<file path="src/rtl/jt12_wrq_pkg.sv">
// Shared definitions for the jt12 host write queue.
package jt12_wrq_pkg;

   typedef enum logic [1:0] {
      IDLE   = 2'd0,
      STROBE = 2'd1,
      SETTLE = 2'd2,
      POLL   = 2'd3
   } state_t;

   localparam int unsigned ENTRY_W  = 10;
   localparam int unsigned BUSY_BIT = 7;

   typedef struct packed {
      logic [1:0] addr;
      logic [7:0] data;
   } entry_t;

endpackage

</file>
<file path="src/rtl/jt12_wrq_fifo.sv">
// Synchronous show-ahead FIFO; a pop on a full FIFO frees a slot for a same-clock push.
module jt12_wrq_fifo #(
   parameter int unsigned DW = 4,
   parameter int unsigned W  = 10
) (
   input  logic          clk,
   input  logic          rst,
   input  logic          push,
   input  logic          pop,
   input  logic [W-1:0]  din,
   output logic [W-1:0]  dout,
   output logic          full,
   output logic          empty,
   output logic [DW:0]   level
);

   localparam int unsigned DEPTH    = 1 << DW;
   localparam logic [DW:0] FULL_LVL = (DW+1)'(DEPTH);

   logic [W-1:0]  mem [DEPTH];
   logic [DW-1:0] wr_ptr;
   logic [DW-1:0] rd_ptr;
   logic          do_push;
   logic          do_pop;

   assign empty   = (level == '0);
   assign full    = (level == FULL_LVL);
   assign do_pop  = pop && !empty;
   assign do_push = push && (!full || do_pop);
   assign dout    = mem[rd_ptr];

   always_ff @(posedge clk) begin
      if (do_push) mem[wr_ptr] <= din;
   end

   always_ff @(posedge clk or posedge rst) begin
      if (rst) begin
         wr_ptr <= '0;
         rd_ptr <= '0;
         level  <= '0;
      end else begin
         if (do_push) wr_ptr <= wr_ptr + 1'b1;
         if (do_pop)  rd_ptr <= rd_ptr + 1'b1;
         case ({do_push, do_pop})
            2'b10:   level <= level + 1'b1;
            2'b01:   level <= level - 1'b1;
            default: level <= level;
         endcase
      end
   end

endmodule

</file>
<file path="src/rtl/jt12_wrq.sv">
// Host register write queue in front of jt12: buffers writes and replays them
// honouring the strobe width, settle gap and the chip busy flag.
module jt12_wrq
   import jt12_wrq_pkg::*;
#(
   parameter int unsigned DW      = 4,
   parameter int unsigned GAP     = 2,
   parameter int unsigned TIMEOUT = 255
) (
   input  logic          clk,
   input  logic          rst,
   input  logic          cen,
   input  logic          host_wr,
   input  logic [1:0]    host_addr,
   input  logic [7:0]    host_din,
   input  logic          clr_err,
   output logic          host_full,
   output logic          host_empty,
   output logic [DW:0]   host_level,
   output logic          overflow,
   output logic          timeout,
   output logic [7:0]    host_dout,
   output logic [7:0]    ym_din,
   output logic [1:0]    ym_addr,
   output logic          ym_cs_n,
   output logic          ym_wr_n,
   input  logic [7:0]    ym_dout
);

   localparam int unsigned CMAX = (GAP > TIMEOUT) ? GAP : TIMEOUT;
   localparam int unsigned CW   = (CMAX < 2) ? 1 : $clog2(CMAX + 1);
   localparam logic [CW-1:0] GAP_C   = CW'(GAP);
   localparam logic [CW-1:0] TO_LAST = CW'(TIMEOUT - 1);
   localparam logic [CW-1:0] ONE_C   = CW'(1);

   state_t        state;
   logic [CW-1:0] cnt;
   entry_t        head;
   entry_t        new_entry;
   logic          pop;
   logic          ym_busy;
   logic          ovf_set;
   logic          to_set;

   assign new_entry = '{addr: host_addr, data: host_din};
   assign ym_busy   = ym_dout[BUSY_BIT];
   assign pop       = cen && (state == IDLE) && !host_empty;
   // A same-clock pop makes room, so only a push against a full, non-draining queue is lost.
   assign ovf_set   = host_wr && host_full && !pop;
   assign to_set    = cen && (state == POLL) && ym_busy && (cnt == TO_LAST);
   assign host_dout = {ym_busy | ~host_empty | (state != IDLE), ym_dout[6:0]};

   jt12_wrq_fifo #(
      .DW (DW),
      .W  (ENTRY_W)
   ) u_fifo (
      .clk   (clk),
      .rst   (rst),
      .push  (host_wr),
      .pop   (pop),
      .din   (new_entry),
      .dout  (head),
      .full  (host_full),
      .empty (host_empty),
      .level (host_level)
   );

   always_ff @(posedge clk or posedge rst) begin
      if (rst) begin
         overflow <= 1'b0;
         timeout  <= 1'b0;
      end else begin
         overflow <= ovf_set | (overflow & ~clr_err);
         timeout  <= to_set  | (timeout  & ~clr_err);
      end
   end

   always_ff @(posedge clk or posedge rst) begin
      if (rst) begin
         state   <= IDLE;
         cnt     <= '0;
         ym_din  <= '0;
         ym_addr <= '0;
         ym_cs_n <= 1'b1;
         ym_wr_n <= 1'b1;
      end else if (cen) begin
         case (state)
            IDLE: begin
               if (!host_empty) begin
                  ym_addr <= head.addr;
                  ym_din  <= head.data;
                  ym_cs_n <= 1'b0;
                  ym_wr_n <= 1'b0;
                  state   <= STROBE;
               end
            end
            STROBE: begin
               ym_cs_n <= 1'b1;
               ym_wr_n <= 1'b1;
               cnt     <= GAP_C;
               state   <= SETTLE;
            end
            SETTLE: begin
               // The edge that takes cnt to zero is the last settle cycle.
               if (cnt <= ONE_C) begin
                  cnt   <= '0;
                  state <= ym_addr[0] ? POLL : IDLE;
               end else begin
                  cnt <= cnt - 1'b1;
               end
            end
            POLL: begin
               if (!ym_busy) begin
                  state <= IDLE;
               end else if (cnt == TO_LAST) begin
                  state <= IDLE;
               end else begin
                  cnt <= cnt + 1'b1;
               end
            end
            default: state <= IDLE;
         endcase
      end
   end

endmodule

</file>
<file path="config.mk">
export PLATFORM = sky130hd
export DESIGN_NAME = jt12_wrq
export DESIGN_NICKNAME = d
export VERILOG_FILES = /design/src/rtl/jt12_wrq_pkg.sv /design/src/rtl/jt12_wrq_fifo.sv /design/src/rtl/jt12_wrq.sv
export SDC_FILE = /design/constraint.sdc
export NUM_CORES = 1
export LEC_CHECK = 0
export BUFFER_PORTS_ARGS = -buffer_cell sky130_fd_sc_hd__buf_2
export CAP_MARGIN = 25
export CELL_PAD_IN_SITES_DETAIL_PLACEMENT = 0
export CELL_PAD_IN_SITES_GLOBAL_PLACEMENT = 1
export CORE_MARGIN = 4
export CORE_UTILIZATION = 54
export DETAILED_ROUTE_END_ITERATION = 6
export GPL_TIMING_DRIVEN = 0
export HOLD_SLACK_MARGIN = 0.12
export PLACE_DENSITY = 0.81
export SETUP_SLACK_MARGIN = 0.3
export SLEW_MARGIN = 25
export SYNTH_ARGS = -nofsm -noshare
export SYNTH_HDL_FRONTEND = slang
export SYNTH_SLANG_ARGS = --single-unit
</file>
<file path="constraint.sdc">
create_clock -name clk -period 5.6 [get_ports clk]
set_clock_uncertainty 0.1 [all_clocks]
set_input_delay 0.56 -clock clk [delete_from_list [all_inputs] [get_ports clk]]
set_output_delay 0.56 -clock clk [all_outputs]
set_load 0.02 [all_outputs]
</file>
Word-level counts from Yosys, hierarchy flattened:

Memories as Yosys holds them, arrays and structs flattened. A register that Yosys moved wholly into a read port is not among the register bits.
Index checks and enable logic that the tools add are counted.

* memories kept: 1
* input bits: 23
* bits in writable memories: 160
* output and inout port bits: 29
* word-level logic and storage cells: 74
* flip-flop bits (word level): 26

* reductions and logical operators: 23
* add/subtract/negate cells: 6
* order comparisons: 1
* eq/ne operators: 12
* bitwise logic cells: 8
* muxes and demuxes: 15

Memory list
* u_fifo.mem: words 16, bits a word 10, rd ports 1, clocked after memory_dff 1, wr ports 1, RTL line jt12_wrq_fifo.sv:20 `logic [W-1:0] mem [DEPTH];`

Operators with widths (number)
* $mux 8: 3
* $pmux 8 s3: 1
* $mux 2: 5
* $pmux 5 s2: 1
* $logic_and 1x1->1: 9
* $add 4x1->4 const B: 2
* $add 8x1->8 const B: 1
* $eq 8x8->1 const B: 1
* $le 8x1->1 const B: 1
* $ne 2x2->1 const B: 4
* $pmux 2 s4: 1
* $reduce_and 4->1: 2
* $sub 8x1->8 const B: 1
* $eq 2x2->1 const B: 3
* $reduce_and 3->1: 2
* $reduce_bool 2->1: 3
* $add 5x1->5 const B: 1
* $eq 5x5->1 const B: 1
* $logic_not 5->1: 1
* $sub 5x1->5 const B: 1
* $eq 2x1->1 const B: 2
* $or 1x1->1: 4
* $logic_not 1->1: 3
* $mux 1: 3
* 7 further kinds: 9

Logic depth before layout (Yosys ltp):

* depth after elaboration: 8
* depth in mapped cells: 12

Hierarchy:

From an unflattened synthesis, not the netlist that was laid out.

* cell total of the unflattened synthesis: 510
* area total of the unflattened synthesis: 8455.6 sq um

Modules (own cells, without submodules)
* jt12_wrq_fifo: cells an instance 357, times used 1, area each 7004.2 sq um, sequential area each 5129.9 sq um
* jt12_wrq: cells an instance 153, times used 1, area each 1451.4 sq um, sequential area each 576.8 sq um

Least setup slack after synthesis:

No wires, ideal clock.

* kind: register -> register
* start: register u_fifo.level[0]
* end: register u_fifo.level[4]
* arrival: 3.062 ns
* required time: 5.370 ns
* stages on the path, launching flop included: 12
* buffers on the path: 1
* period minus slack after synthesis: 3.293 ns
* setup slack: 2.307 ns
* cell sequence: dfrtp_1 > nor4_2 > a2111oi_4 > clkbuf_1 > ha_1 > inv_1 > fa_1 > nor2b_1 > o21ai_0 > nand3_1 > or3b_2 > xnor2_1

* cells in the longest elaborated chain, start to end: 8
* elaborated cells between the ends (all ways): 14
* those cells by class: add/sub: 2; eq/ne: 3; mux: 1; reduce/logical: 8

Ends and longest elaborated chain
* start, declared: RTL line jt12_wrq_fifo.sv:14 `output logic [DW:0] level`
* start signal, assigned: RTL line jt12_wrq_fifo.sv:45 `2'b10: level <= level + 1'b1;`
* start signal, assigned: RTL line jt12_wrq_fifo.sv:46 `2'b01: level <= level - 1'b1;`
* start signal, assigned: RTL line jt12_wrq_fifo.sv:47 `default: level <= level;`
* $logic_not 5->1 (*): RTL line jt12_wrq_fifo.sv:26 `assign empty = (level == '0);`
* $logic_not 1->1 (*): RTL line jt12_wrq.sv:47 `assign pop = cen && (state == IDLE) && !host_empty;`
* $logic_and 1x1->1 (*): RTL line jt12_wrq.sv:47
* via pop: RTL line jt12_wrq.sv:40 `logic pop;`
* $logic_and 1x1->1 (*): RTL line jt12_wrq_fifo.sv:28 `assign do_pop = pop && !empty;`
* $logic_or 1x1->1: RTL line jt12_wrq_fifo.sv:29 `assign do_push = push && (!full || do_pop);`
* $logic_and 1x1->1: RTL line jt12_wrq_fifo.sv:29
* $eq 2x1->1 / $eq 2x2->1 (equally long branches): RTL line jt12_wrq_fifo.sv:44 `case ({do_push, do_pop})`
* $pmux 5 s2 / $reduce_bool 2->1 (equally long branches)

Mark *: on every way through the listed nets, which the timed path passes. The rest lies on a longest branch.
A chain may end at the register's enable or synchronous reset.

Final worst setup path:

Ends and elaborated chain as after synthesis.

==> results.txt <==
----------------------------------------------------
[Clock tree]
  Clock transition time at the flip-flop clock pins of the worst setup and hold paths ... 0.07 ns
  Number of resized instances in the post-cts repair step ... 0
  H-tree levels ... 4
  Cts bufs inserted ... 17
  TritonCTS clock tree ... yes
  Root buf cell ... clkbuf_16
  Maximum root-to-sink buffer count ... 2
  CTS Hold Bufs ... 1
  Worst-Skew Late Latency ... 0.43 ns
  Post-CTS setup buffers ... 0
  Clock Sink Count ... 196

[Finish]
  Share of post-route cells with drive strength above 1 ... 0.274
  Commonest cells after routing, fill and taps aside ... 160 x edfxtp_1, 50 x buf_2, 40 x mux4_2
  Count of antenna diodes in the layout ... 0
  Leading cell type in the layout, fill and taps excluded ... edfxtp_1
  Nets ... 586
  Layout filler cell count ... 1071
  Number of cells in the finished layout apart from fillers ... 746
  Layout-stage area growth over the synthesis result ... 13.1%

[Min path]
  Classification of the worst-slack hold path ... in2reg
  Count of cells along the worst hold path ... 2

[Yosys]
  Flop and latch count out of synthesis ... 196
  Mapped Avg Cell Area ... 17.0 µm²
  Count of distinct cell types in the synthesized netlist ... 49
  Count of flip-flops with a built-in enable after synthesis ... 160
  Commonest register cell after synthesis ... edfxtp_1
  Number of synthesis warnings ... 0
  Number of instances in the synthesized netlist ... 484
  Share of synthesized flip-flops with an asynchronous set or reset ... 0.184
  Number of nets produced by synthesis ... 521
  Synthesized cell area ... 8250 µm²
  Share of synthesized area occupied by flip-flops and latches ... 0.692

[Floorplan]
  Die extent in x ... 132 µm
  Die outline area ... 17300 µm²
  Site row count ... 44
  Starting utilization of the core area ... 0.559
  Core region area ... 14800 µm²
  Count of boundary I/O pins ... 52
  Chip Height ... 132 µm

[GRT]
  Maximum number of pins on one net before global-route repair ... 31
  Global-route wire length before repair ... 26400 µm
  Global-route usage over all layers ... 0.202
  Vias in the first global route ... 4501
  Number of antenna violations at the first check in global routing ... 0
  Overall overflow remaining after global route ... 0

[Place]
  Weighted congestion at the end of routability-driven global placement ... 0.815
  Total of buffers placed on input and output ports ... 44
  Placed insts ... 713
  Detailed Place HPWL ... 10900 µm

[Timing]
  Normalized max-slew margin ... 0.521
  Max frequency ... 264 MHz
  # setup viols final ... 0
  Setup repair after global routing missed its margin ... false
  Tmin final ... 3.79 ns
  Setup TNS after final layout ... 0 ns
  Slew Limit Fails ... 0
  Slew at the pin closest to its max-slew limit ... 0.719 ns
  Tcrit/Tclk final ... 0.677
  Final number of hold-violating endpoints ... 0

[Detailed routing]
  Total via count in the routed design ... 4559
  Detailed Routing Iterations Pass 1 ... 5
  Drc violations ... 0
  Final WL ... 16700 µm
  Average wire length per cell after detail routing ... 22.3 µm
  Vias per cell ... 6.11
  Detailed router's first-iteration violation count ... 365
  Number of routed nets with antenna violations ... 0

[Critical path]
  Class of the most critical setup path ... reg2reg
  Depth of the worst register-to-register path ... 11
  Arrival time of data at the critical path endpoint ... 4.01 ns
  Maximum fanout count along the critical path ... 10
  Critical Path Sink Type ... register
  Crit start category ... register
  Critical path required time ... 5.82 ns

[Power and ir drop]
  Power per Cell Area ... 508 nW/µm²
  Max VDD drop ... 264 µV
  Leakage ... 3.29 nW

[Status]
  Run status ... completed

[Job]
  Max Cap Viol ... 0

----------------------------------------------------
## area by class of cell
class,instances,area [µm²],area share
timing repair buffer,46,250,0.0268
clock buffer,23,468,0.0502
tap,184,230,0.0247
buffer,29,151,0.0162
sequential,196,5710,0.612
clock inverter,9,129,0.0138
inverter,19,71.3,0.00765
multi-input combinational,240,2320,0.249
## synthesized netlist by cell type (2+ instances only)
cell type | n | area, µm²
edfxtp_1 | 160 | 4800
mux4_2 | 40 | 901
dfrtp_1 | 35 | 876
o22ai_1 | 25 | 156
a21oi_1 | 23 | 115
o21ai_0 | 20 | 100
inv_1 | 18 | 67.6
nand2_1 | 17 | 63.8
and2_1 | 14 | 87.6
ha_1 | 13 | 163
mux2_2 | 12 | 135
clkbuf_1 | 10 | 37.5
nor2_1 | 10 | 37.5
buf_4 | 9 | 67.6
xnor2_1 | 9 | 78.8
and3_1 | 7 | 43.8
buf_2 | 6 | 30.0
nand3_1 | 5 | 25.0
nand4_1 | 5 | 31.3
xor2_1 | 4 | 35.0
a21o_1 | 3 | 22.5
buf_1 | 3 | 11.3
nand2b_1 | 3 | 18.8
nor2b_1 | 3 | 18.8
nor3_1 | 3 | 15.0
nor4_1 | 3 | 18.8
a2bb2oi_1 | 2 | 17.5
## cells by family (layout without fill, tap and decap cells)
| kind of cell | Yosys count | after routing | synth area share |
|---|---|---|---|
| DFF | 196 | 196 | 0.692 |
| AOI/OAI and AO/OA | 81 | 81 | 0.0628 |
| and+or+nand+nor | 79 | 79 | 0.0555 |
| muxes | 53 | 53 | 0.127 |
| buffers and inverters | 48 | 126 | 0.0270 |
| adders and majority gates | 14 | 14 | 0.0221 |
| xor gates and xnor gates | 13 | 13 | 0.0138 |
## worst paths after layout
| kind | startpoint | to | slack, ns |
|---|---|---|---|
| min reg2reg | ym_wr_n | ym_wr_n | 0.41 |
| min | clr_err | overflow | 0.23 |
| max in group asynchronous | rst | ym_wr_n | 4.45 |
| max | u_fifo.level[0] | u_fifo.level[4] | 1.81 |
| min in group asynchronous | rst | overflow | 0.46 |
| max reg2reg | u_fifo.level[0] | u_fifo.level[4] | 1.81 |
## critical path, cell delays in order (launching register included)
cell and delay [ns]:
dfrtp_1 0.44, nor4_2 0.12, a2111oi_4 0.70, clkbuf_1 0.51, ha_1 0.33, inv_1 0.12, fa_1 0.42, nor2b_1 0.12
o21ai_0 0.12, nand3_1 0.10, or3b_2 0.46, xnor2_1 0.14
## per-layer routing
metal	part of all wire	routed length [µm]	track usage
met3	0.066	1110	0.0466
met4	0.012	196	0.0589
met2	0.50	8260	0.322
met1	0.43	7090	0.283
met5	0	0	0
## through the flow
step	instance area (µm²)	hold slack (ns)	setup slack (ns)	utilization	power [W]
after floorplan	8250	0.397	2.31	-	0.00309
after global routing	9330	0.233	1.55	0.632	0.00499
after global placement	8700	0.397	1.72	0.590	0.00350
final	9330	0.234	1.81	0.632	0.00473
after CTS	9330	0.226	1.79	0.632	0.00477
after detailed placement	8720	0.366	1.62	0.591	0.00354
## flip-flops by register name (all words and copies together), names as in the netlist, 2 cells and up
register,count
u_fifo.rd_ptr,4
state,2
u_fifo.wr_ptr,4
u_fifo.level,5
u_fifo.mem,160
ym_addr,2
ym_din,8
cnt,8
## power by group
| group | internal [W] | switching [W] | total, W |
|---|---|---|---|
| clock | 0.000725 | 0.000502 | 0.00123 |
| sequential | 0.00182 | 0.000156 | 0.00197 |
| combinational | 0.000660 | 0.000876 | 0.00154 |
| total | 0.00320 | 0.00153 | 0.00473 |
(Power assumes the default switching activity.)
